`src/rtl/lsu_pkg.sv`:
```
// Shared types and constants for the load/store sequencer and its decoder.
// Holds the FSM states, the access size encoding and the byte-enable base patterns.
package lsu_pkg;

    typedef enum logic [1:0] {
        IDLE = 2'd0,
        REQ  = 2'd1,
        DONE = 2'd2
    } state_e;

    typedef enum logic [1:0] {
        SZ_B = 2'd0,
        SZ_H = 2'd1,
        SZ_W = 2'd2
    } size_e;

    localparam logic [3:0] BE_B = 4'b0001;
    localparam logic [3:0] BE_H = 4'b0011;
    localparam logic [3:0] BE_W = 4'b1111;

    // Major opcodes the decoder uses to raise d_rd_e / d_wr_e.
    localparam logic [6:0] I_load = 7'b0000011;
    localparam logic [6:0] S_mem  = 7'b0100011;

    function automatic logic [3:0] be_for(input size_e sz, input logic [1:0] off);
        logic [3:0] be;
        case (sz)
            SZ_B:    be = BE_B << off;
            SZ_H:    be = BE_H << {off[1], 1'b0};
            default: be = BE_W;
        endcase
        return be;
    endfunction

endpackage

```
`src/rtl/lsu_load_align.sv`:
```
// Extracts the addressed byte/half/word from a bus word and sign- or zero-extends it.
module lsu_load_align
    import lsu_pkg::*;
(
    input  logic [31:0] mem_rdata,
    input  logic [1:0]  off,
    input  size_e       size,
    input  logic        uns,
    output logic [31:0] data
);

    logic [7:0]  byte_v;
    logic [15:0] half_v;

    always_comb begin
        byte_v = mem_rdata[{off, 3'b000} +: 8];
        half_v = mem_rdata[{off[1], 4'b0000} +: 16];
        case (size)
            SZ_B:    data = uns ? {24'b0, byte_v} : {{24{byte_v[7]}}, byte_v};
            SZ_H:    data = uns ? {16'b0, half_v} : {{16{half_v[15]}}, half_v};
            default: data = mem_rdata;
        endcase
    end

endmodule

```
`src/rtl/lsu_ctrl.sv`:
```
// Load/store sequencer: turns decoded access flags into one byte-enabled bus request,
// stalls the core while the bus is busy, and returns extended load data or a timeout.
module lsu_ctrl
    import lsu_pkg::*;
#(
    parameter int MAX_WAIT = 255,
    parameter int ADDR_W   = 32
) (
    input  logic              clk,
    input  logic              rst_n,
    input  logic              d_rd_e,
    input  logic              d_wr_e,
    input  logic              lb,
    input  logic              lh,
    input  logic              lw,
    input  logic              lbu,
    input  logic              lhu,
    input  logic              sb,
    input  logic              sh,
    input  logic              sw,
    input  logic [ADDR_W-1:0] addr,
    input  logic [31:0]       wdata,
    output logic              stall,
    output logic [31:0]       rdata,
    output logic              ld_valid,
    output logic              misalign,
    output logic              bus_err,
    output logic              mem_req,
    output logic              mem_we,
    output logic [ADDR_W-1:0] mem_addr,
    output logic [3:0]        mem_be,
    output logic [31:0]       mem_wdata,
    input  logic              mem_ready,
    input  logic [31:0]       mem_rdata
);

    localparam int CNT_W = $clog2(MAX_WAIT + 1);
    localparam logic [CNT_W-1:0] CNT_LAST = CNT_W'(MAX_WAIT - 1);

    state_e              state_q, state_d;
    logic [CNT_W-1:0]    cnt_q, cnt_d;
    logic                mem_req_q, mem_req_d;
    logic                mem_we_q, mem_we_d;
    logic [ADDR_W-1:0]   mem_addr_q, mem_addr_d;
    logic [3:0]          mem_be_q, mem_be_d;
    logic [31:0]         mem_wdata_q, mem_wdata_d;
    logic [31:0]         rdata_q, rdata_d;
    logic                ld_valid_q, ld_valid_d;
    logic                bus_err_q, bus_err_d;
    size_e               size_q, size_d;
    logic                uns_q, uns_d;
    logic [1:0]          off_q, off_d;
    logic                is_load_q, is_load_d;

    logic                access;
    logic                illegal;
    logic                mis_cond;
    logic                start;
    logic                timeout;
    logic [2:0]          st_cnt;
    logic [2:0]          ld_cnt;
    size_e               dec_size;
    logic                dec_uns;
    logic [31:0]         dec_wdata;
    logic [31:0]         align_data;

    // Decode: when both enables are set the store flags alone decide legality.
    always_comb begin
        access  = d_rd_e | d_wr_e;
        st_cnt  = {2'b00, sb} + {2'b00, sh} + {2'b00, sw};
        ld_cnt  = {2'b00, lb} + {2'b00, lh} + {2'b00, lw} + {2'b00, lbu} + {2'b00, lhu};
        dec_size = SZ_W;
        dec_uns  = 1'b0;
        if (d_wr_e) begin
            illegal = (st_cnt != 3'd1);
            if (sb)      dec_size = SZ_B;
            else if (sh) dec_size = SZ_H;
        end else begin
            illegal = (ld_cnt != 3'd1);
            dec_uns = lbu | lhu;
            if (lb | lbu)      dec_size = SZ_B;
            else if (lh | lhu) dec_size = SZ_H;
        end
        case (dec_size)
            SZ_B:    dec_wdata = {4{wdata[7:0]}};
            SZ_H:    dec_wdata = {2{wdata[15:0]}};
            default: dec_wdata = wdata;
        endcase
        mis_cond = access & (illegal
                           | ((dec_size == SZ_H) & addr[0])
                           | ((dec_size == SZ_W) & (addr[1:0] != 2'b00)));
        start    = (state_q == IDLE) & access & ~mis_cond;
        timeout  = (state_q == REQ) & ~mem_ready & (cnt_q == CNT_LAST);
    end

    lsu_load_align u_align (
        .mem_rdata (mem_rdata),
        .off       (off_q),
        .size      (size_q),
        .uns       (uns_q),
        .data      (align_data)
    );

    always_ff @(posedge clk or negedge rst_n) begin
        if (!rst_n) begin
            state_q <= IDLE;
        end else begin
            state_q <= state_d;
        end
    end

    always_comb begin
        state_d = state_q;
        case (state_q)
            IDLE:    if (start) state_d = REQ;
            REQ:     if (mem_ready | timeout) state_d = DONE;
            DONE:    state_d = IDLE;
            default: state_d = IDLE;
        endcase
    end

    always_comb begin
        stall    = start | (state_q == REQ);
        misalign = (state_q == IDLE) & mis_cond;
    end

    always_comb begin
        cnt_d       = cnt_q;
        mem_req_d   = mem_req_q;
        mem_we_d    = mem_we_q;
        mem_addr_d  = mem_addr_q;
        mem_be_d    = mem_be_q;
        mem_wdata_d = mem_wdata_q;
        rdata_d     = rdata_q;
        ld_valid_d  = 1'b0;
        bus_err_d   = 1'b0;
        size_d      = size_q;
        uns_d       = uns_q;
        off_d       = off_q;
        is_load_d   = is_load_q;
        case (state_q)
            IDLE: begin
                cnt_d = '0;
                if (start) begin
                    mem_req_d   = 1'b1;
                    mem_we_d    = d_wr_e;
                    mem_addr_d  = {addr[ADDR_W-1:2], 2'b00};
                    mem_be_d    = be_for(dec_size, addr[1:0]);
                    mem_wdata_d = dec_wdata;
                    size_d      = dec_size;
                    uns_d       = dec_uns;
                    off_d       = addr[1:0];
                    is_load_d   = ~d_wr_e;
                end
            end
            REQ: begin
                if (mem_ready) begin
                    mem_req_d  = 1'b0;
                    ld_valid_d = is_load_q;
                    if (is_load_q) rdata_d = align_data;
                end else if (timeout) begin
                    mem_req_d = 1'b0;
                    bus_err_d = 1'b1;
                    rdata_d   = '0;
                end else begin
                    cnt_d = cnt_q + 1'b1;
                end
            end
            default: cnt_d = '0;
        endcase
    end

    always_ff @(posedge clk or negedge rst_n) begin
        if (!rst_n) begin
            cnt_q       <= '0;
            mem_req_q   <= 1'b0;
            mem_we_q    <= 1'b0;
            mem_addr_q  <= '0;
            mem_be_q    <= '0;
            mem_wdata_q <= '0;
            rdata_q     <= '0;
            ld_valid_q  <= 1'b0;
            bus_err_q   <= 1'b0;
            size_q      <= SZ_B;
            uns_q       <= 1'b0;
            off_q       <= 2'b00;
            is_load_q   <= 1'b0;
        end else begin
            cnt_q       <= cnt_d;
            mem_req_q   <= mem_req_d;
            mem_we_q    <= mem_we_d;
            mem_addr_q  <= mem_addr_d;
            mem_be_q    <= mem_be_d;
            mem_wdata_q <= mem_wdata_d;
            rdata_q     <= rdata_d;
            ld_valid_q  <= ld_valid_d;
            bus_err_q   <= bus_err_d;
            size_q      <= size_d;
            uns_q       <= uns_d;
            off_q       <= off_d;
            is_load_q   <= is_load_d;
        end
    end

    assign mem_req   = mem_req_q;
    assign mem_we    = mem_we_q;
    assign mem_addr  = mem_addr_q;
    assign mem_be    = mem_be_q;
    assign mem_wdata = mem_wdata_q;
    assign rdata     = rdata_q;
    assign ld_valid  = ld_valid_q;
    assign bus_err   = bus_err_q;

endmodule

```
`config.mk`:
```
export PLATFORM = sky130hd
export DESIGN_NAME = lsu_ctrl
export DESIGN_NICKNAME = d
export VERILOG_FILES = /design/src/rtl/lsu_pkg.sv /design/src/rtl/lsu_load_align.sv /design/src/rtl/lsu_ctrl.sv
export SDC_FILE = /design/constraint.sdc
export NUM_CORES = 1
export LEC_CHECK = 0
export ABC_AREA = 1
export CORE_AREA = 2 2 134 136
export CTS_CLUSTER_SIZE = 28
export DETAILED_ROUTE_END_ITERATION = 8
export DIE_AREA = 0 0 136 138
export PLACE_DENSITY_LB_ADDON = 0.3
export SLEW_MARGIN = 15
export SYNTH_ARGS = -nofsm -noshare
export SYNTH_HDL_FRONTEND = slang
export SYNTH_SLANG_ARGS = --single-unit
```
`constraint.sdc`:
```
create_clock -name clk -period 3.81 [get_ports clk]
set_input_delay 0.762 -clock clk [delete_from_list [all_inputs] [get_ports clk]]
set_output_delay 0.762 -clock clk [all_outputs]
set_load 0.02 [all_outputs]
```
# Yosys cells after proc, flatten, opt, wreduce, memory -nomap -nowiden

Index checks and enable logic that the tools add are counted.

Add/subtract/negate cells: 7
Shift-type cells: 4
Bitwise gates (word level): 19
Mux-type cells: 30
Reduce and logical (&&, ||, !) cells: 11
Equal/unequal tests: 13

Operators by type and width:

| kind                                                                     | count |
|---|---|
| 32-bit two-way mux                                                       | 5 |
| 32-bit case mux with 2 select lines                                      | 2 |
| 32-bit by 6-bit indexed part select with 16-bit output                   | 1 |
| 32-bit by 6-bit indexed part select with 8-bit output                    | 1 |
| 8-bit two-way mux                                                        | 3 |
| 2-bit two-way mux                                                        | 7 |
| 1-bit two-way mux                                                        | 10 |
| 8-bit by 1-bit adder with 8-bit output (second input constant)           | 1 |
| 1-bit bitwise AND                                                        | 8 |
| 8-bit == test (second input constant)                                    | 1 |
| 1-bit OR                                                                 | 8 |
| 4-bit case mux with 2 select lines                                       | 1 |
| 2-bit by 1-bit adder with 3-bit output                                   | 2 |
| 3-bit by 1-bit adder with 3-bit output                                   | 2 |
| 2-bit by 1-bit == test with 1-bit output (second input constant)         | 3 |
| 2-bit zero test                                                          | 3 |
| 2-bit inequality test (second input constant)                            | 3 |
| 3-bit by 1-bit inequality test with 1-bit output (second input constant) | 2 |
| 2-bit AND reduction                                                      | 3 |
| 3-bit AND reduction                                                      | 2 |
| 2-bit nonzero test                                                       | 3 |
| 1-bit by 1-bit adder with 2-bit output                                   | 2 |
| 2-bit by 1-bit inequality test with 1-bit output (second input constant) | 2 |
| 2-bit case mux with 2 select lines                                       | 1 |
| 6 further kinds                                                          | 8 |

Register bits: 118
Logic and storage cells: 98
Output and inout bits: 106

# Logic depth before layout (Yosys ltp)

Depth in word-level cells: 13
Mapped depth: 13
Depth with buffers taken out: 12

# Cells and area by module

From an unflattened synthesis, not the netlist that was laid out.

Cells, all modules: 823
Area total of the unflattened synthesis: 6328.6 um^2

By module, submodules not included:

| module         | instances | sequential area each (um^2) | cells an instance | area an instance (um^2) |
|---|---|---|---|---|
| lsu_ctrl       | 1         | 2952.8                      | 664               | 5484.0 |
| lsu_load_align | 1         | 0.0                         | 159               | 844.6 |

# Least setup slack after synthesis

Ideal clock, no wire load.

Kind: input to output
Start: input lb
End: output stall
Setup slack: 36 ps
Buffers on the path: 2
Cell stages on the path: 12
Required time: 3048 ps
Arrival: 3012 ps
Path through: inv_1 fa_1 inv_1 fa_1 ha_1 nor2_1 a21oi_1 a21oi_4 nand3_2 buf_2 buf_2 nand2_1

Longest elaborated chain between the ends: 12
Elaborated cells on any way between the ends: 19
Classes of those cells: add/sub: 4; eq/ne: 3; mux: 3; bitwise: 9

Ends and longest elaborated chain:

| what                                                | line            | text |
|---|---|---|
| start: declaration                                  | lsu_ctrl.sv:13  | `input logic lb,` |
| 1-bit by 1-bit adder with 2-bit output              | lsu_ctrl.sv:71  | `ld_cnt = {2'b00, lb} + {2'b00, lh} + {2'b00, lw} + {2'b00, lbu} + {2'b00, lhu};` |
| 2-bit by 1-bit adder with 3-bit output              | lsu_ctrl.sv:71  |  |
| 3-bit by 1-bit adder with 3-bit output (2 in a row) | lsu_ctrl.sv:71  |  |
| 3-bit by 1-bit inequality test with 1-bit output    | lsu_ctrl.sv:79  | `illegal = (ld_cnt != 3'd1);` |
| 1-bit two-way mux                                   | lsu_ctrl.sv:74  | `if (d_wr_e) begin` |
| 1-bit OR                                            | lsu_ctrl.sv:90  | `\| ((dec_size == SZ_H) & addr[0])` |
| 1-bit OR *                                          | lsu_ctrl.sv:91  | `\| ((dec_size == SZ_W) & (addr[1:0] != 2'b00)));` |
| 1-bit bitwise AND *                                 | lsu_ctrl.sv:89  | `mis_cond = access & (illegal` |
| 1-bit inverter *                                    | lsu_ctrl.sv:92  | `start = (state_q == IDLE) & access & ~mis_cond;` |
| 1-bit bitwise AND *                                 | lsu_ctrl.sv:92  |  |
| 1-bit OR *                                          | lsu_ctrl.sv:123 | `stall = start \| (state_q == REQ);` |
| end: declaration                                    | lsu_ctrl.sv:23  | `output logic stall,` |

Mark *: on every way between the ends. The rest lies on a longest branch, timed or not.

# Final worst setup path

Start: input lh
End: output stall

Longest elaborated chain between the ends: 12
Elaborated cells on any way between the ends: 20
Classes of those cells: add/sub: 4; eq/ne: 3; mux: 4; bitwise: 9

Ends and longest elaborated chain:

| what                                                                                                                | line                           | text |
|---|---|---|
| start: declaration                                                                                                  | lsu_ctrl.sv:14                 | `input logic lh,` |
| 1-bit by 1-bit adder with 2-bit output / 1-bit OR (equally long branches)                                           | lsu_ctrl.sv:71, lsu_ctrl.sv:82 |  |
| 2-bit by 1-bit adder with 3-bit output / 2-bit two-way mux (equally long branches)                                  | lsu_ctrl.sv:71, lsu_ctrl.sv:82 |  |
| 3-bit by 1-bit adder with 3-bit output / 2-bit two-way mux (equally long branches)                                  | lsu_ctrl.sv:71, lsu_ctrl.sv:81 |  |
| 3-bit by 1-bit adder with 3-bit output / 2-bit two-way mux (equally long branches)                                  | lsu_ctrl.sv:71, lsu_ctrl.sv:74 |  |
| 3-bit by 1-bit inequality test with 1-bit output / 2-bit by 1-bit == test with 1-bit output (equally long branches) | lsu_ctrl.sv:79, lsu_ctrl.sv:90 |  |
| 1-bit two-way mux / 1-bit bitwise AND (equally long branches)                                                       | lsu_ctrl.sv:74, lsu_ctrl.sv:90 |  |
| 1-bit OR                                                                                                            | lsu_ctrl.sv:90                 |  |
| 1-bit OR *                                                                                                          | lsu_ctrl.sv:91                 |  |
| 1-bit bitwise AND *                                                                                                 | lsu_ctrl.sv:89                 |  |
| 1-bit inverter *                                                                                                    | lsu_ctrl.sv:92                 |  |
| 1-bit bitwise AND *                                                                                                 | lsu_ctrl.sv:92                 |  |
| 1-bit OR *                                                                                                          | lsu_ctrl.sv:123                |  |

Marked as above.

==> results.cfg <==
[clocking]
cts_max_level = 4
cts-root-buf = clkbuf_16
clk_transition_reported_paths_ns = 0.06
clock_latency_ns = 0.42
numCtsBuffers = 17
hold_buffers = 0
cts_tree = built
clock_sinks = 118
cts_buffer_depth = 2

[die]
ios = 215
dieArea_um2 = 18800
die_w_um = 136
die_y_um = 138
core_area_um2 = 17500
start_util_pct = 34.1
rows = 49

[global_route]
gr-total-overflow = 0
antenna_found_initial = 0
grt_use_total_pct = 19.9
grt_max_degree = 76
grt_pass1_vias = 5601
grt_pass1_wl_mm = 29.4

[critical_path]
path_cells = dlygate4sd2_1, inv_2, fa_1, inv_1, fa_2, ha_1, nor2_2, a21oi_2, a21oi_4, nand3_4, nand2_2, buf_6
cp.arrival_ns = 2.84
reg2reg_from = off_q[1]$_DFFE_PN0P_
worstPathBufferInverterCount = 4
crit_path_max_incr_delay_ns = 0.50
r2r_slack_ns = 1.34
crit_slowest_cell = fa_1
startpoint_type = input pin
crit_fanout = 2
rr_worst_depth = 9
r2r_end = rdata[17]$_DFFE_PN0P_
critPathTopFamily = adder cells
crit_type = in2out
endpoint_kind = output port
cp_data_required_time_ns = 3.05

[power_and_ir_drop]
fin_total_pwr_uw = 6920
powerDensity_nw_per_um2 = 773
p_leak_uw = 0.00444
ir_drop_mv = 0.359

[detailed_routing]
drc = 0
via_count = 5891
drtIter0Drc = 335
wl_met2_mm = 8.19
routedWlPerCell_um = 14.7
met1_length_mm = 8.06
ant_nets = 0
top_layer = met4
firstDrtPassIters = 6
via_per_inst = 4.73
route.met3.wl_mm = 1.86
wl_mm = 18.3

[placed_design]
placed_cells = 1213
hpwl_mm = 12.8
gp_congestion = 0.839
numPortBuffers = 212

[sta]
rsz0062_at_grt = false
max_freq_ghz = 0.277
worstMarginPinSlew_ns = 0.771
tns_ns = 0
finalHoldViolations = 0
min_period_over_period_pct = 94.7
fin_crit_ns = 3.61
drv_slew = 0
setup_viol = 0
slew_headroom_pct = 48.6
skew_ns = 0.0105

[run_status]
status = finished clean

[synthesis]
synth.most_common_cell = nand2_1
ys_types = 30
ys_seq_elements = 118
synth-edff-count = 0
synth_cells = 797
ys.flop_type = dfrtp_1
yosysWarnings = 0
synth-seq-area-share_pct = 49.5
synth_area_um2 = 5970
synth_area_leaders = dfrtp_1 49%, nand2_1 24%, nand4_1 4.7%
synth_top_area_share_pct = 49.5
synth_area_leader_cell = dfrtp_1
synth_common_cells = 377 x nand2_1, 118 x dfrtp_1, 49 x nor2_1, 45 x nand4_1, 42 x inv_1
synth.avg_cell_area_um2 = 7.49
async_flop_share_pct = 100

[finish]
regArea_um2 = 2950
antenna_cells = 0
final_layout_size_suffix_gt1_share_pct = 7.67
finalNetCount = 1119
num-fill-cells = 1753
area_growth_pct = 50.1
finalCoreUtilization_pct = 51.1
layoutNonFillerInstCount = 1246
multiInputGateArea_um2 = 2680

[job]
max_cap_violations = 0

[worst_hold_path]
min_path_type = in2async
-- sequential cells by signal, summed over array words and instances, names as in the netlist --
name,flops
is_load_q,1
bus_err,1
size_q,2
uns_q,1
mem_req,1
mem_we,1
ld_valid,1
mem_addr,30
mem_be,4
mem_wdata,32
off_q,2
state_q,2
rdata,32
cnt_q,8
-- metrics by stage --
step                hold slack [ns]  area, µm²  setup WS, ns
floorplan                     0.442       5970        0.0356
global placement              0.453       8330        -0.749
detailed placement            0.457       8330        -0.767
CTS                           0.331       8950        0.0683
global route                  0.352       8960        0.0623
finish                        0.333       8960         0.203
-- placed cells by master (no fill, tap or decap), types with 2 or more instances in the layout --
cell             count
ha_1                 3
inv_2                3
clkbuf_16           17
fa_1                 2
nand2_1            375
bufinv_16            3
nand4_1             45
dfrtp_1            118
inv_1               40
dlygate4sd2_1        2
buf_4               22
o21a_1               7
a21oi_1             12
o21ai_0             35
clkinv_2             3
o221ai_1             7
o211ai_1             2
clkbuf_8             3
nor2_1              47
inv_6                2
clkdlybuf4s50_1    206
clkinvlp_4           2
conb_1               2
nand2_2              4
xor2_1               2
nor2_2               2
or2_2                7
o22ai_1              2
nand3_1             27
nand3_2              2
-- worst max-delay path by stage --
stage	slack [ns]	cells after the start	start	to
2_1_floorplan	0.04	12	lb	stall
3_3_place_gp	-0.75	13	lb	misalign
3_5_place_dp	-0.77	12	lb	stall
4_1_cts	0.07	12	lb	stall
5_1_grt	0.06	13	lh	misalign
6_report	0.20	12	lh	stall
-- area by class of cell --
| type | instances | share of cell area (%) |
|---|---|---|
| flip-flops and latches | 118 | 33.0 |
| repair buffers | 232 | 25.2 |
| clock inverters | 11 | 1.63 |
| inverters | 44 | 1.84 |
| well taps | 229 | 3.20 |
| clock buffers | 21 | 5.25 |
| multi-input cells | 591 | 29.9 |
-- cell families (layout without fill, tap and decap cells) --
family,after synthesis,count (layout),share of synthesized area [%]
adders and majority gates,6,6,1.63
xor gates and xnor gates,3,3,0.440
buffers and inverters,89,308,6.14
AOI/OAI and AO/OA,68,68,6.75
other,1,2,0.0628
and+or+nand+nor,512,512,35.5
DFF,118,118,49.5
-- power by group --
part | total (µW) | switching [µW] | internal (µW)
registers | 2130 | 346 | 1790
logic | 3120 | 1750 | 1380
clock network | 1670 | 587 | 1080
total | 6920 | 2680 | 4240
-- timing repair --
action,CTS,global route
endpoints found under the setup margin,2,2
setup buffers,1,0
resized for setup,17,6
pin swaps,3,1
-- per-layer routing --
layer | global-route usage, % | vias to the layer above
li1 | - | 2961
met1 | 26.4 | 2700
met5 | 0 | -
met3 | 8.10 | 18
met2 | 30.0 | 212
met4 | 5.59 | 0
Power figures use the tool's default switching activity.
